## src/rtl/assert_event_sched_if.sv

```systemverilog
// Report handshake between the checker instances and the scheduler.
// Checkers drive req/sev; the scheduler answers with a one-hot ack and the granted index.
interface assert_event_sched_if #(
  parameter int unsigned NREQ = 4
);
  localparam int unsigned GW = (NREQ > 1) ? $clog2(NREQ) : 1;

  logic [NREQ-1:0] req;
  logic [NREQ-1:0] sev;
  logic [NREQ-1:0] ack;
  logic [GW-1:0]   grant_id;

  modport master (output req, output sev, input ack, input grant_id);
  modport slave  (input req, input sev, output ack, output grant_id);
endinterface

```

## src/rtl/assert_event_sched.sv

```systemverilog
// Serialises error/warning reports from NREQ checkers into saturating counters, gates counting
// behind a post-reset holdoff window and raises a sticky finish request per the exit policy.
module assert_event_sched #(
  parameter int unsigned NREQ         = 4,
  parameter int unsigned CW           = 32,
  parameter int unsigned HOLDOFF      = 8,
  parameter int unsigned ERR_LIMIT    = 1,
  parameter bit          EXIT_ON_WARN = 1'b0
) (
  input  logic                 clk,
  input  logic                 reset,
  assert_event_sched_if.slave  bus,
  output logic                 message_on,
  output logic [CW-1:0]        errors,
  output logic [CW-1:0]        warnings,
  output logic                 warn_notice,
  output logic                 finish_req
);

  localparam int unsigned GW = (NREQ > 1) ? $clog2(NREQ) : 1;
  localparam int unsigned HW = $clog2(HOLDOFF + 1) + 1;

  typedef enum logic [1:0] {StHold, StRun, StHalt} state_e;

  state_e          state_q, state_d;
  logic [GW-1:0]   ptr_q;
  logic [HW-1:0]   cnt_q;
  logic [CW-1:0]   errors_q, errors_d;
  logic [CW-1:0]   warnings_q, warnings_d;
  logic            warn_notice_q;

  logic            gnt_found;
  logic [GW-1:0]   gnt_idx;
  logic [GW-1:0]   cand;
  logic            grant;
  logic            gnt_sev;
  logic            count_en;
  logic            fin_cond;

  // Rotating priority search starting at the pointer.
  always_comb begin
    gnt_found = 1'b0;
    gnt_idx   = '0;
    cand      = '0;
    for (int unsigned k = 0; k < NREQ; k++) begin
      cand = GW'((32'(ptr_q) + k) % NREQ);
      if (!gnt_found && bus.req[cand]) begin
        gnt_found = 1'b1;
        gnt_idx   = cand;
      end
    end
  end

  // A grant offered while reset is high would be dropped anyway, so it is never shown.
  assign grant        = gnt_found && !reset;
  assign gnt_sev      = bus.sev[gnt_idx];
  assign bus.ack      = grant ? (NREQ'(1) << gnt_idx) : '0;
  assign bus.grant_id = grant ? gnt_idx : '0;
  assign count_en     = grant && (state_q != StHold);

  always_comb begin
    errors_d   = errors_q;
    warnings_d = warnings_q;
    if (count_en) begin
      if (gnt_sev) begin
        if (errors_q != '1) errors_d = errors_q + CW'(1);
      end else if (warnings_q != '1) begin
        warnings_d = warnings_q + CW'(1);
      end
    end
  end

  assign fin_cond = ((ERR_LIMIT != 0) && (errors_d >= CW'(ERR_LIMIT))) ||
                    (EXIT_ON_WARN && (warnings_d != '0));

  always_ff @(posedge clk) begin
    if (reset) begin
      ptr_q         <= '0;
      cnt_q         <= '0;
      errors_q      <= '0;
      warnings_q    <= '0;
      warn_notice_q <= 1'b0;
    end else begin
      if (grant) ptr_q <= (gnt_idx == GW'(NREQ - 1)) ? '0 : gnt_idx + GW'(1);
      if (state_q == StHold) cnt_q <= cnt_q + HW'(1);
      errors_q      <= errors_d;
      warnings_q    <= warnings_d;
      // Notices stop once a finish has already been requested.
      warn_notice_q <= count_en && !gnt_sev && (state_q != StHalt);
    end
  end

  always_ff @(posedge clk) begin
    if (reset) state_q <= StHold;
    else       state_q <= state_d;
  end

  always_comb begin
    state_d = state_q;
    unique case (state_q)
      StHold: if (cnt_q + HW'(1) >= HW'(HOLDOFF)) state_d = StRun;
      StRun:  if (fin_cond) state_d = StHalt;
      StHalt: state_d = StHalt;
      default: state_d = StHold;
    endcase
  end

  always_comb begin
    message_on = (state_q != StHold);
    finish_req = (state_q == StHalt);
  end

  assign errors      = errors_q;
  assign warnings    = warnings_q;
  assign warn_notice = warn_notice_q;

endmodule

```

## src/flat_wrapper.sv

```systemverilog
// flat-port wrapper written by rule: the top's interface ports become plain ports
module assert_event_sched_flat 
#(
  parameter int unsigned NREQ         = 4,
  parameter int unsigned CW           = 32,
  parameter int unsigned HOLDOFF      = 8,
  parameter int unsigned ERR_LIMIT    = 1,
  parameter bit          EXIT_ON_WARN = 1'b0
)
  (clk, reset, message_on, errors, warnings, warn_notice, finish_req, bus_req, bus_sev, bus_ack, bus_grant_id);
  assert_event_sched_if #(.NREQ(NREQ)) bus_i ();
  input  logic clk;
  input  logic reset;
  output logic message_on;
  output logic [CW-1:0] errors;
  output logic [CW-1:0] warnings;
  output logic warn_notice;
  output logic finish_req;
  input wire logic [$bits(bus_i.req)-1:0] bus_req;
  input wire logic [$bits(bus_i.sev)-1:0] bus_sev;
  output wire logic [$bits(bus_i.ack)-1:0] bus_ack;
  output wire logic [$bits(bus_i.grant_id)-1:0] bus_grant_id;
  assign bus_i.req = bus_req;
  assign bus_i.sev = bus_sev;
  assign bus_ack = bus_i.ack;
  assign bus_grant_id = bus_i.grant_id;
  assert_event_sched #(.NREQ(NREQ), .CW(CW), .HOLDOFF(HOLDOFF), .ERR_LIMIT(ERR_LIMIT), .EXIT_ON_WARN(EXIT_ON_WARN)) u_core (.clk(clk), .reset(reset), .bus(bus_i), .message_on(message_on), .errors(errors), .warnings(warnings), .warn_notice(warn_notice), .finish_req(finish_req));
endmodule
```

## config.mk

```make
export PLATFORM = sky130hd
export DESIGN_NAME = assert_event_sched_flat
export DESIGN_NICKNAME = d
export VERILOG_FILES = /design/src/rtl/assert_event_sched_if.sv /design/src/rtl/assert_event_sched.sv /design/src/flat_wrapper.sv
export SDC_FILE = /design/constraint.sdc
export NUM_CORES = 1
export LEC_CHECK = 0
export BUFFER_PORTS_ARGS = -buffer_cell sky130_fd_sc_hd__buf_2
export CORE_UTILIZATION = 50
export DETAILED_ROUTE_END_ITERATION = 7
export GPL_TIMING_DRIVEN = 0
export PLACE_DENSITY = 0.73
export SYNTH_ARGS = -nofsm -noshare
export SYNTH_HDL_FRONTEND = slang
export SYNTH_SLANG_ARGS = --single-unit
```

## constraint.sdc

```tcl
create_clock -name clk -period 4.1 [get_ports clk]
set_clock_uncertainty 0.1 [all_clocks]
set_input_delay 0.82 -clock clk [delete_from_list [all_inputs] [get_ports clk]]
set_output_delay 0.82 -clock clk [all_outputs]
set_load 0.02 [all_outputs]
```

Word-level counts from Yosys, hierarchy flattened
Index checks and enable logic that the tools add are counted.
{ "totals": {"ff_bits": 74, "output_inout_bits": 73} }
{ "classes": {"addsub": 7, "n_lt_le_gt_ge": 7, "n_eq_ne": 8, "shifts": 1, "n_mux": 27, "n_bitwise": 1, "n_reduce_logical": 16} }
{ "ops": {"columns": ["op", "n"], "rows": [
  ["2-to-1 mux 32 bit", 3],
  ["adder 32 x 1 -> 32 bit, second input constant", 2],
  ["inequality test 32 bit, second input constant", 2],
  ["greater-or-equal comparator 32 x 1 -> 1 bit, second input constant", 1],
  ["2-to-1 mux 2 bit", 8],
  ["less-than comparator 2 x 3 -> 1 bit, second input constant", 5],
  ["binary-select mux 1 bit (select 2 bit)", 5],
  ["2-to-1 mux 1 bit", 9],
  ["logical AND 1 bit", 7],
  ["one-hot mux 2 bit (3 select lines)", 1],
  ["adder 5 x 1 -> 5 bit, second input constant", 1],
  ["greater-or-equal comparator 5 x 4 -> 1 bit, second input constant", 1],
  ["zero test 1 bit", 5],
  ["adder 2 x 1 -> 2 bit, second input constant", 2],
  ["adder 2 bit, second input constant", 2],
  ["equality test 2 bit, second input constant", 2],
  ["2-to-1 mux 4 bit", 1],
  ["inequality test 2 bit, second input constant", 2],
  ["left shift 1 x 2 -> 4 bit, first input constant", 1],
  ["AND reduction 3 bit", 1],
  ["equality test 2 x 1 -> 1 bit, second input constant", 1],
  ["zero test 2 bit", 1],
  ["inequality test 2 x 1 -> 1 bit, second input constant", 1],
  ["AND reduction 2 bit", 1],
  ["other kinds (2)", 2]
]} }

Logic depth before layout (Yosys ltp)
{ "depth": {"depth_word": 19, "mapped_depth": 13} }

Worst setup path before layout
Ideal clock, no wire load.
{ "synth_path": {"path_kind": "input to register", "startpoint": "input reset", "endpoint": "register u_core.state_q[0]", "t_arrival_ps": 3146, "slack_ps": 768, "path_stages": 9, "n_path_buf": 1, "cell_sequence": "clkbuf_1 > or3_1 > or4_4 > o31a_1 > nor4_1 > and4b_1 > nand4_1 > o21a_1 > a211oi_1"} }
{ "synth_between": {"elab_chain_len": 7} }
{ "synth_lines": {"columns": ["item", "line_no", "source"], "rows": [
  ["from (decl)", "flat_wrapper.sv:13", "input logic reset;"],
  ["zero test 1 bit", "assert_event_sched.sv:55", "assign grant = gnt_found && !reset;"],
  ["logical AND 1 bit", "assert_event_sched.sv:55", null],
  ["logical AND 1 bit", "assert_event_sched.sv:59", "assign count_en = grant && (state_q != StHold);"],
  ["2-to-1 mux 32 bit", "assert_event_sched.sv:64", "if (count_en) begin"],
  ["greater-or-equal comparator 32 x 1 -> 1 bit", "assert_event_sched.sv:73", "assign fin_cond = ((ERR_LIMIT != 0) && (errors_d >= CW'(ERR_LIMIT))) ||"],
  ["inequality test 2 x 1 -> 1 bit (no source line)", null, null],
  ["AND reduction 2 bit (no source line)", null, null],
  ["to (signal assigned)", "assert_event_sched.sv:94", "if (reset) state_q <= StHold;"],
  ["to (signal assigned)", "assert_event_sched.sv:95", "else state_q <= state_d;"],
  ["to (decl)", "assert_event_sched.sv:25", "state_e state_q, state_d;"]
]} }
Several ways; a longest one is shown, not always the timed one.
A chain may end at the register's enable or synchronous reset.

Worst setup path after layout
{ "layout_path": {"startpoint": "register u_core.state_q[1]", "endpoint": "register u_core.state_q[1]"} }
{ "layout_between": {"elab_chain_len": 6, "elab_cells_between_ends": 11, "classes_between": "order compare: 1; eq/ne: 4; mux: 2; reduce/logical: 4"} }
{ "layout_lines": {"columns": ["item", "line_no"], "rows": [
  ["nonzero test 2 bit", "assert_event_sched.sv:59"],
  ["logical AND 1 bit", "assert_event_sched.sv:59"],
  ["2-to-1 mux 32 bit", "assert_event_sched.sv:64"],
  ["greater-or-equal comparator 32 x 1 -> 1 bit", "assert_event_sched.sv:73"],
  ["inequality test 2 x 1 -> 1 bit (no source line)", null],
  ["AND reduction 2 bit (no source line)", null]
]} }
Several ways; a longest one is shown, not always the timed one.

==> out/metrics.cfg <==
[timing]
setup_tns_ps=0
worstMarginPinSlew_ps=655.3
setup_viol=0
max_slew_margin=0.5591
hold_viol_final=0
setup_ws_ps=584.6
rsz0062_at_grt=no
period_share=0.8574
period_minus_slack_ps=3515
finalMaxSlewViolations=0
fmax_mhz=284.5

[clock_network]
clk_pin_slew_ps=90
clock_path_buffers=2
cts.sinks=74
post_cts_buffers=0
cts-root-buf=clkbuf_8
clock_latency_ps=350
cts_max_level=3
cts_tree=built
ctsResizeCount=0
cts_buffers=9
cts_hold_buf=0

[placed_design]
dpl.cell_count=694
dpl.hpwl_um=7868
place_congestion=0.9025
port_buffers=81
dp_slack_ps=244.3

[setup_path]
reg2reg_slack_ps=580
cp.required_ps=4290
cp_max_fo=8
worstReg2RegStart=u_core.state_q[1]$_SDFFE_PP0P_
crit_path_end_kind=flip-flop
arrival_ps=3700
path_class=reg -> reg
critPathLaunchType=flip-flop
rr_endpoint=u_core.state_q[1]$_SDFFE_PP0P_
rr_worst_depth=11

[synth]
yosys-top-cells-area=dfxtp_1, xor2_1, nor2_1
yosys.area_share.simple=0.3350
synth_fa_ha_area_frac=0.02933
synth.net_count=528
ys_warn_count=0
syn_inst=508
synth.most_common_cell=nor2_1
ys_ff_latch=74
yosys.cell_types.count=58
synth_compound_area_frac=0.08566
synth-seq-area-share=0.3473
synth_top_area_cell=dfxtp_1
avgSynthCellArea_um2=8.396
ys.flop_type=dfxtp_1
synth_edf_count=0
async_flop_share=0
synthMuxAreaShare=0.02112
synth_common_cells=nor2_1, dfxtp_1, nand2_1, xor2_1, xnor2_1
synthXorXnorAreaFrac=0.1417
synth_top_family_by_area=simple AND/OR/NAND/NOR gates
synth_area_mm2=0.004265
synth_top_area_share=0.3473

[drt]
drt-vias-per-instance=5.607
ant_nets=0
drt_iter0_markers=156
firstDrtPassIters=4
wl_um=10590
vias=3981
drc=0
wl_per_cell_um=14.91

[global_route]
grt_overflow=0
grt_first_pass_wirelength_um=17190
grt_pass1_vias=3626
grt_usage=0.2469
grt_max_degree=14
antenna_found_initial=0

[hold_path]
worstHoldPathCells=2
whs_endpoint=u_core.errors[1]$_SDFF_PP0_
hold_path.class=reg -> reg
worstHoldStart=u_core.errors[1]$_SDFF_PP0_

[floorplan]
io_pins=83
die_area_mm2=0.008904
die_y_um=94.36
initial_core_util=0.5191
die_x_um=94.36
core_area_mm2=0.008217
std_cell_rows=33

[power]
power_density_mw_per_mm2=327.3
p_leak_nw=2.109
vdd_ir_drop_max_mv=0.2363

[finish]
drive_above_1_share=0.2231
antenna_cells=0
area_delta_synth_final_pct=18.80
num-nets-final=620
fin_util=0.6167
stdcell_count=710

[run]
max_cap_violations=0

[run_status]
status=complete, no violations

critical path, cell delays in order (launching register included):
cell and delay, ps:
dfxtp_1 360, inv_1 70, ha_1 170, clkbuf_2 170
or3_1 510, or4_4 610, o31a_1 270, nor4_1 280
and4b_1 220, nand4_1 220, o22ai_1 260, mux2i_1 210
report_power, final:
part / internal (mW) / switching, mW
Combinational: 0.0536 / 0.111
Clock: 0.470 / 0.291
Sequential: 0.725 / 0.00820
flip-flops by register name (all words and copies together) (netlist names):
signal              count
u_core.state_q          2
u_core.cnt_q            5
u_core.ptr_q            2
u_core.warnings        32
u_core.warn_notice      1
u_core.errors          32
worst max path at each step:
stage                                        start                               end  slack, ps  cells after the start
global route                            bus_req[2]  u_core.warnings[30]$_SDFFE_PP0P_        240                     11
detailed placement                      bus_req[2]    u_core.state_q[1]$_SDFFE_PP0P_        240                     13
floorplan                                    reset    u_core.state_q[0]$_SDFFE_PP0P_        770                      9
global placement                        bus_req[2]    u_core.state_q[1]$_SDFFE_PP0P_        310                     13
finish              u_core.state_q[1]$_SDFFE_PP0P_    u_core.state_q[1]$_SDFFE_PP0P_        580                     11
CTS                 u_core.state_q[1]$_SDFFE_PP0P_    u_core.state_q[1]$_SDFFE_PP0P_        580                     11
cells in the final DEF (no fill, tap or decap), drive strengths merged, types with 11 or more instances in the layout:
| cell type | count |
|---|---|
| buf | 91 |
| nor3 | 20 |
| nand4 | 21 |
| and3 | 11 |
| xor2 | 38 |
| nand2 | 46 |
| inv | 13 |
| nand3 | 23 |
| and4 | 11 |
| and2 | 12 |
| dfxtp | 74 |
| clkbuf | 21 |
| nor4 | 15 |
| nor2 | 76 |
| xnor2 | 31 |
through the flow:
stage / cell area, µm² / total power [mW] / hold WS (ps)
after CTS: 5067 / 1.663 / 409.0
after global placement: 4802 / 0.9073 / 382.5
after detailed placement: 4802 / 0.9134 / 391.2
after global routing: 5067 / 1.709 / 438.7
after floorplan: 4265 / 0.8671 / 368.7
final: 5067 / 1.658 / 408.4
area by class of cell:
type,count,area [µm²]
Fill cell,738,3149
Multi-Input combinational cell,401,2614
Sequential cell,74,1481
Timing Repair Buffer,81,405.4
Clock inverter,6,137.6
Tap cell,105,131.4
Clock buffer,10,127.6
Buffer,21,125.1
Inverter,12,45.04
routing by layer:
layer | up-vias | routed length, µm | global-route usage
met4 | 0 | 195 | 0.09231
met1 | 1851 | 4444 | 0.2949
met5 | - | 0 | 0
met2 | 139 | 5259 | 0.4342
met3 | 20 | 688 | 0.04992
li1 | 1971 | - | -
cell families (layout without fill, tap and decap cells):
group,after synthesis,count (layout)
buffers and inverters,33,130
muxes,9,9
AOI/OAI and AO/OA,45,45
DFF,74,74
and+or+nand+nor,268,268
adders and majority gates,10,10
xor gates and xnor gates,69,69
(Power assumes the default switching activity.)
